<file path="src/rtl/mips_instr_encoder.sv">
// Encodes MIPS instruction requests into 32-bit words and streams them into
// instruction memory at consecutive word addresses through a small FIFO.

package AluCtrlSig_pkg;

  typedef enum logic [5:0] {
    ADD_op = 6'h00,
    JMP    = 6'h02,
    BEQ    = 6'h04,
    BNE    = 6'h05,
    ADDI   = 6'h08,
    LW     = 6'h23,
    SW     = 6'h2B
  } opcode_t;

  typedef enum logic [3:0] {
    AND = 4'd0,
    OR  = 4'd1,
    ADD = 4'd2,
    SUB = 4'd6,
    SLT = 4'd7,
    NOR = 4'd12,
    XOR = 4'd13
  } AluOp_t;

endpackage

module mips_instr_encoder
  import AluCtrlSig_pkg::*;
#(
  parameter int unsigned DEPTH     = 4,
  parameter int unsigned ADDR_W    = 8,
  parameter int unsigned BASE_ADDR = 0
) (
  input  logic              clk,
  input  logic              rst,
  input  logic              req_valid,
  output logic              req_ready,
  input  logic [5:0]        req_op,
  input  logic [3:0]        req_alu,
  input  logic [4:0]        req_rs,
  input  logic [4:0]        req_rt,
  input  logic [4:0]        req_rd,
  input  logic [15:0]       req_imm,
  input  logic [25:0]       req_target,
  input  logic              req_last,
  output logic              imem_we,
  input  logic              imem_ready,
  output logic [ADDR_W-1:0] imem_addr,
  output logic [31:0]       imem_wdata,
  output logic [ADDR_W:0]   wr_count,
  output logic              done,
  output logic              err_illegal
);

  localparam int unsigned PTR_W = (DEPTH > 1) ? $clog2(DEPTH) : 1;
  localparam int unsigned CNT_W = PTR_W + 1;
  localparam int unsigned WC_W  = ADDR_W + 1;

  typedef enum logic [1:0] {
    S_IDLE,
    S_RUN,
    S_DRAIN,
    S_DONE
  } state_t;

  state_t             state;
  logic [31:0]        mem [DEPTH];
  logic [PTR_W-1:0]   wr_ptr;
  logic [PTR_W-1:0]   rd_ptr;
  logic [CNT_W-1:0]   count;
  logic               full;
  logic               empty;
  logic               accept;
  logic               push;
  logic               pop;
  logic               legal;
  logic [5:0]         funct;
  logic [31:0]        word;

  // Instruction word encoder; flags opcodes and ALU ops with no encoding.
  always_comb begin
    funct = 6'h00;
    legal = 1'b1;
    word  = 32'h0;
    case (req_op)
      ADD_op: begin
        case (req_alu)
          ADD:     funct = 6'h20;
          SUB:     funct = 6'h22;
          AND:     funct = 6'h24;
          OR:      funct = 6'h25;
          XOR:     funct = 6'h26;
          NOR:     funct = 6'h27;
          SLT:     funct = 6'h2A;
          default: legal = 1'b0;
        endcase
        word = {6'b000000, req_rs, req_rt, req_rd, 5'b00000, funct};
      end
      LW, SW, ADDI, BEQ, BNE: word = {req_op, req_rs, req_rt, req_imm};
      JMP:                    word = {req_op, req_target};
      default:                legal = 1'b0;
    endcase
  end

  assign full       = (count == CNT_W'(DEPTH));
  assign empty      = (count == CNT_W'(0));
  assign req_ready  = ((state == S_IDLE) || (state == S_RUN)) && !full;
  assign accept     = req_valid && req_ready;
  assign push       = accept && legal;
  assign pop        = !empty && imem_ready;
  assign imem_we    = !empty;
  assign imem_wdata = empty ? 32'h0 : mem[rd_ptr];
  assign done       = (state == S_DONE);

  // FIFO storage; contents are don't-care while the entry is not occupied.
  always_ff @(posedge clk) begin
    if (push) begin
      mem[wr_ptr] <= word;
    end
  end

  // Control FSM, FIFO pointers, write address and counters.
  always_ff @(posedge clk) begin
    if (rst) begin
      state       <= S_IDLE;
      wr_ptr      <= '0;
      rd_ptr      <= '0;
      count       <= '0;
      imem_addr   <= ADDR_W'(BASE_ADDR);
      wr_count    <= '0;
      err_illegal <= 1'b0;
    end else begin
      if (push) begin
        wr_ptr <= wr_ptr + PTR_W'(1);
      end
      if (pop) begin
        rd_ptr    <= rd_ptr + PTR_W'(1);
        imem_addr <= imem_addr + ADDR_W'(1);
        wr_count  <= wr_count + WC_W'(1);
      end
      if (push && !pop) begin
        count <= count + CNT_W'(1);
      end else if (pop && !push) begin
        count <= count - CNT_W'(1);
      end
      if (accept && !legal) begin
        err_illegal <= 1'b1;
      end
      case (state)
        S_IDLE: begin
          if (accept) begin
            state <= req_last ? S_DRAIN : S_RUN;
          end
        end
        S_RUN: begin
          if (accept && req_last) begin
            state <= S_DRAIN;
          end
        end
        S_DRAIN: begin
          // No pushes happen here, so a pop of the only entry empties the FIFO.
          if (empty || (pop && (count == CNT_W'(1)))) begin
            state <= S_DONE;
          end
        end
        S_DONE: begin
          imem_addr <= ADDR_W'(BASE_ADDR);
          wr_count  <= '0;
          state     <= S_IDLE;
        end
        default: state <= S_IDLE;
      endcase
    end
  end

endmodule

</file>
<file path="config.mk">
export PLATFORM = sky130hd
export DESIGN_NAME = mips_instr_encoder
export DESIGN_NICKNAME = d
export VERILOG_FILES = /design/src/rtl/mips_instr_encoder.sv
export SDC_FILE = /design/constraint.sdc
export NUM_CORES = 1
export LEC_CHECK = 0
export ABC_AREA = 1
export BUFFER_PORTS_ARGS = -buffer_cell sky130_fd_sc_hd__clkbuf_2
export CORE_ASPECT_RATIO = 0.5
export CORE_UTILIZATION = 56
export DETAILED_ROUTE_END_ITERATION = 10
export HOLD_SLACK_MARGIN = 0.08
export PLACE_DENSITY = 0.89
export RECOVER_POWER = 25
export SETUP_SLACK_MARGIN = 0.5
export SLEW_MARGIN = 20
export SYNTH_ARGS = -nofsm -noshare
export SYNTH_HDL_FRONTEND = slang
export SYNTH_SLANG_ARGS = --single-unit
</file>
<file path="constraint.sdc">
create_clock -name clk -period 3.6 [get_ports clk]
set_clock_uncertainty 0.15 [all_clocks]
set_input_delay 0.36 -clock clk [delete_from_list [all_inputs] [get_ports clk]]
set_output_delay 0.36 -clock clk [all_outputs]
set_load 0.01 [all_outputs]
</file>
==> impl_results.md, run 1 <==
- Nets: 919
- Clock Root Buffer: clkbuf_16
- Max-cap violations: 0
- RR Startpoint: count[0]
- DRC errors left: 0
- Most frequent cells in the layout: nor2_1, edfxtp_1, clkbuf_2
- Fmax: 329 MHz
- Nature of the critical path endpoint: output port
- Number of port buffers: 124
- Final Critical Period: 3040 ps
- Placed cell area: 0.00785 sq mm
- CTS Buf Count: 17
- Worst hold slack: 147 ps
- Cts repair resizes: 0
- Layout cells sized above 1: 20.1%
- Type of origin of the critical path: flop
- Final setup violating endpoints: 0
- Most common cell after layout, fill and taps aside: nor2_1
- Sequential area share after synthesis: 62.7%
- Vias: 5505
- Longest Clk Path Bufs: 2
- Dpl hpwl: 10300 um
- Status: complete, no violations
- Post-route setup TNS: 0 ps
- # diodes: 0
- Starting Density: 58.6%
- Largest net degree at the start of global routing: 65
- Final Max Tran Viols: 0
- Post-Syn Instances: 707
- Pleak: 3.47 nW
- All-Layer GR Usage: 25.9%
- Distinct cell type count after synthesis: 41
- Crit Path Category: flop to output port
- Final WL: 16300 um
- Worst-path maximum fanout: 33
- RSZ-0062 raised after global routing: yes
- Vias in the first global route: 5382
- Antenna violations before repair: 0
- Cell Pwr Density: 663 mW/mm^2
- Wire length per cell: 16.1 um
- Clk_lat worst skew: 410 ps
- Layout area overhead: 19.7%
- Synth warnings: 0
- Worst path required time: 3090 ps
- Max VDD drop: 0.406 mV
- Row cnt: 28
- Worst Tran Pin Value: 1130 ps
- Register-to-register setup slack: 890 ps
- Util after Layout: 70.1%
- DRT Pass-1 Iters: 5
- Synthesized area per cell: 9.99 sq um
- Clock sink total: 157
- Die area: 0.0131 sq mm
- R2R cell count: 7
- RePlAce Congestion: 0.863
- Clock transition at path regs: 60 ps
- TritonCTS clock tree: built
- Htree depth: 4
- Core region area: 0.0121 sq mm
- Finished Cell Area: 0.00845 sq mm
- Crit path DAT: 2530 ps
- Via/cell ratio: 5.45
- Count of final hold-check violations: 0
- RR Endpoint: mem[2][15]
- Congestion Overflow GR: 0
- Netlist Area Pre-Place: 0.00706 sq mm
- Die height: 81.4 um
- FF+latch count, synth: 157
- Io pins: 125
- Die Wd: 161 um
- First-pass GRT wire length: 25400 um
- Worst Hold Class: input port to flop
- Detail Route Antenna Nets: 0
- End of the critical path: imem_wdata[1]
- DRT iter0 DRCs: 398
- Max-Slew Margin vs Limit: 24.9%
- Fin crit share: 84.5%
## cells by family after synthesis
family	count (synthesis)	synth area share [%]
adder cells (fa/ha/maj)	15	2.66
buffers and inverters	80	4.61
AND/OR/NAND/NOR	304	18.6
AO/OA/AOI/OAI	147	11.1
flip-flops	157	62.7
XOR/XNOR	3	0.372
other	1	0.0531
## where the power goes
| group | switching (mW) | total (mW) | internal, mW |
|---|---|---|---|
| Combinational | 1.10 | 1.63 | 0.532 |
| Clock | 0.714 | 1.88 | 1.16 |
| Sequential | 0.0624 | 2.10 | 2.04 |
| Total | 1.88 | 5.61 | 3.73 |
## how the worst min path moves through the flow
| stage | from | slack [ps] | endpoint | cells past startpoint |
|---|---|---|---|---|
| global route | req_rs[4] | 150 | mem[1][25] | 3 |
| detailed placement | err_illegal | 290 | err_illegal | 2 |
| finish | req_rt[2] | 150 | mem[1][18] | 3 |
| CTS | req_rt[2] | 140 | mem[1][18] | 3 |
| global placement | err_illegal | 290 | err_illegal | 2 |
| floorplan | rst | 280 | err_illegal | 1 |
## what timing repair did
action / in CTS / in global routing
hold buffers: 1 / 0
buffers inserted: 0 / 0
endpoints found under the hold margin: 1 / 0
setup endpoints to repair: 1 / 6
pin swaps: 0 / 0
## through the flow
stage	instances	setup WS, ps	power, mW
after global routing	1010	404	5.88
after CTS	1010	492	5.63
after detailed placement	977	898	3.75
after global placement	977	982	3.69
after floorplan	710	374	3.17
final	1010	556	5.61
## worst max-delay path, stage by stage, from the launching register on
cell and delay (ps):
dfxtp_1 320, buf_4 360, inv_1 600, nor2_1 300
o21ai_0 150, a21oi_1 220, clkbuf_2 170
## area by class of cell
type,count,area [sq um]
timing repair buffer,131,652
clock inverter,14,190
sequential,157,4430
tap,165,206
multi-input combinational,473,2350
fill,812,3600
clock buffer,18,429
inverter,52,199
## synth_stat cells, drive strengths merged
cell type  number  share of area (%)
a21o            1               0.11
a21oi          50                3.5
a22o            6               0.74
a22oi           2               0.21
buf            15                1.1
clkbuf         13               0.69
clkinv          2               0.12
conb            1              0.053
dfxtp          29                8.2
edfxtp        128                 54
ha             15                2.7
inv            50                2.7
nand2         101                6.0
nand3          23                1.9
nand3b          1               0.11
nand4           1              0.089
nor2          171                9.3
nor3            5               0.74
nor3b           1               0.18
nor4            1               0.18
o211ai          1               0.11
o21a            3               0.32
o21ai          82                5.8
o21bai          2               0.27
xnor2           1               0.12
xor2            2               0.25
## layer usage
layer	global-route usage, %	share of wire [%]	vias to the layer above
met2	47.0	51	230
met4	12.5	2.8	0
met3	6.28	6.0	41
met1	29.4	40	2587
li1	-	-	2647
met5	0	0	-
## registers in the layout, summed over array words and instances (netlist names), named ones only
name and count:
wr_count 9, imem_addr 8, wr_ptr 2, err_illegal 1
state 2, rd_ptr 2, mem 128, count 3
(Power assumes the default switching activity.)
==> inputs of run 2 (changes only) <==
- ABC_AREA: 1 -> 0
- CORE_UTILIZATION: 56 -> 50
- PLACE_DENSITY: 0.89 -> 0.85
- clock period: 3.6 -> 2.5 ns (I/O delays scaled with it)
==> impl_results.md, run 2 <==
- Most frequent cells in the layout: edfxtp_1, clkbuf_2, dlygate4sd3_1
- Via/cell ratio: 6.32
- Hold_sp: req_rs[2]
- Nets: 757
- Synthesized area per cell: 15.6 sq um
- DRT iter0 DRCs: 681
- Core region area: 0.0130 sq mm
- Fin crit share: 97.3%
- Top-count cell post-synth: edfxtp_1
- Top reg by flops: mem
- Sequential area share after synthesis: 65.0%
- Met1 usage: 34.5%
- Detail Route Antenna Nets: 0
- Clock transition at path regs: 80 ps
- Post-synth EDFFs: 128
- Wire length per cell: 28.5 um
- Crit path cell chain: buf_16 -> mux4_2 -> and2_1 -> clkbuf_2
- Antenna violations before repair: 2
- Worst hold slack: 87.4 ps
- Status: complete, no violations
- RSZ-0062 raised after global routing: yes
- Worst Hold Class: input port to flop
- Util after Layout: 75.4%
- Worst path required time: 2100 ps
- Finished Cell Area: 0.00976 sq mm
- Largest net degree at the start of global routing: 35
- Clock Power Share: 29.0%
- Final setup violating endpoints: 0
- Htree depth: 4
- Largest cells by area after synthesis: edfxtp_1, mux4_2, dfxtp_1
- Clock Root Buffer: clkbuf_16
- Worst Tran Pin Value: 922 ps
- Number of port buffers: 124
- GR Util met2: 50.0%
- Biggest area consumer among synthesized cells: edfxtp_1
- Nature of the critical path endpoint: output port
- Register-to-register setup slack: 200 ps
- Switching Share: 33.9%
- Layout cells sized above 1: 41.9%
- Vias in the first global route: 5244
- Top cell type's share of synthesized area: 56.5%
- Biggest regs: mem x128, wr_count x9, imem_addr x8
- Final Critical Period: 2430 ps
- Synth warnings: 0
- CP max stage cell: mux4_2
- Distinct cell type count after synthesis: 49
- Met3 Usage GRT: 7.26%
- Pleak: 3.65 nW
- Cell Pwr Density: 985 mW/mm^2
- Type of origin of the critical path: flop
- FF+latch count, synth: 157
- Post-route setup TNS: 0 ps
- Int Power: 6.36 mW
- Row cnt: 29
- Crit path DAT: 2030 ps
- Ys async rst share: 0%
- Slowest Stage Delay on Critical Path: 550 ps
- First-pass GRT wire length: 29800 um
- Logic pwr share: 39.1%
- Placed cell area: 0.00789 sq mm
- Final Max Tran Viols: 0
- Vias: 5400
- Max-Slew Margin vs Limit: 38.5%
- DRT Pass-1 Iters: 7
- Clk_lat worst skew: 430 ps
- RePlAce Congestion: 0.799
- Crit Path Category: flop to output port
- Synth Flop Type: edfxtp_1
- Clock sink total: 157
- Worst-path maximum fanout: 10
- Congestion Overflow GR: 0
- All-Layer GR Usage: 29.2%
- Die Wd: 167 um
- Max VDD drop: 0.633 mV
- Most common cell after layout, fill and taps aside: edfxtp_1
- Number of fill cells: 722
- Synth cell count leaders: edfxtp_1, and2_1, mux4_2
- Global routing's busiest layer: met2
- Max-cap violations: 0
- Netlist Area Pre-Place: 0.00681 sq mm
- Number of flip-flops in the largest register: 128
- Die height: 84.5 um
- RR Startpoint: count[1]
- Starting Density: 52.6%
- Longest Clk Path Bufs: 2
- Pre-CTS setup slack: -62.5 ps
- Final WL: 24300 um
- Io pins: 125
- DRC errors left: 0
- Layout area overhead: 43.4%
- Post-Syn Instances: 437
- Switching Power: 3.26 mW
- Fmax: 411 MHz
- Die area: 0.0141 sq mm
- Sequential Power Share: 31.9%
- CTS Buf Count: 17
- Count of final hold-check violations: 0
- Dpl hpwl: 10400 um
- TritonCTS clock tree: built
- Setup ws final: 66.8 ps
run 2: cell count changes in the layout (fill, tap and decap cells not counted), sizes merged, moves of 37 or more:
cell / before / now
buf: 6 / 73
dlygate4sd3: 1 / 39
and2: 0 / 42
o21ai: 82 / 6
nor2: 171 / 24
a21oi: 50 / 13
nand2: 101 / 18
run 2: cell families (layout without fill, tap and decap cells):
logic type / after synthesis / count (layout) / synth area share (%)
and+or+nand+nor: 120 / 120 / 10.2
other: 1 / 6 / 0.0551
AOI/OAI and AO/OA: 54 / 54 / 6.23
buffers and inverters: 35 / 278 / 2.08
adders and majority gates: 15 / 15 / 2.76
xor gates and xnor gates: 18 / 18 / 2.32
DFF: 157 / 157 / 65.0
muxes: 37 / 37 / 11.4
run 2: path summary, 6_finish.rpt:
kind	end	cells past startpoint
worst max-delay path	imem_wdata[10]	4
worst min-delay path	mem[2][23]	2
worst max register to register	count[2]	9
worst min register to register	imem_addr[1]	2
run 2: cell type report:
class / instances / area (sq um) / area share (%)
timing repair buffer: 232 / 2010 / 20.6
sequential: 157 / 4440 / 45.4
clock buffer: 17 / 425 / 4.36
tap: 170 / 213 / 2.18
clock inverter: 15 / 200 / 2.05
inverter: 14 / 57.6 / 0.590
multi-input combinational: 248 / 2410 / 24.7
antenna: 2 / 5.00 / 0.0513
run 2: metrics by stage:
stage	std cells	total power [mW]
final	855	9.62
after global routing	855	9.91
after CTS	831	8.58
after detailed placement	742	5.54
after global placement	742	5.48
after floorplan	440	4.61
run 2: what timing repair did:
action | in CTS | in global routing
hold endpoints to repair | 84 | 4
hold buffers | 38 | 1
gates resized for setup | 33 | 80
gates cloned | 3 | 11
pin swaps | 6 | 10
buffers inserted | 16 | 10
setup endpoints to repair | 172 | 168
run 2: layer usage:
metal	up-vias	wire [um]
li1	2158	-
met1	2571	8500
met2	525	11300
met3	146	2790
met4	0	1790
met5	-	0
run 2: power groups by stage:
stage	Sequential [mW]	Clock (mW)	Combinational, mW
after CTS	3.05	2.69	2.85
final	3.07	2.79	3.76
after global placement	3.10	0	2.38
after floorplan	3.05	0	1.56
after global routing	3.09	2.88	3.94
after detailed placement	3.10	0	2.43
run 2: critical path: cells and delay by family, from the launching register on:
kind,cells,cell delay [ps]
mux,1,550
simple gates,1,220
buf+inv,2,340
flops,1,480
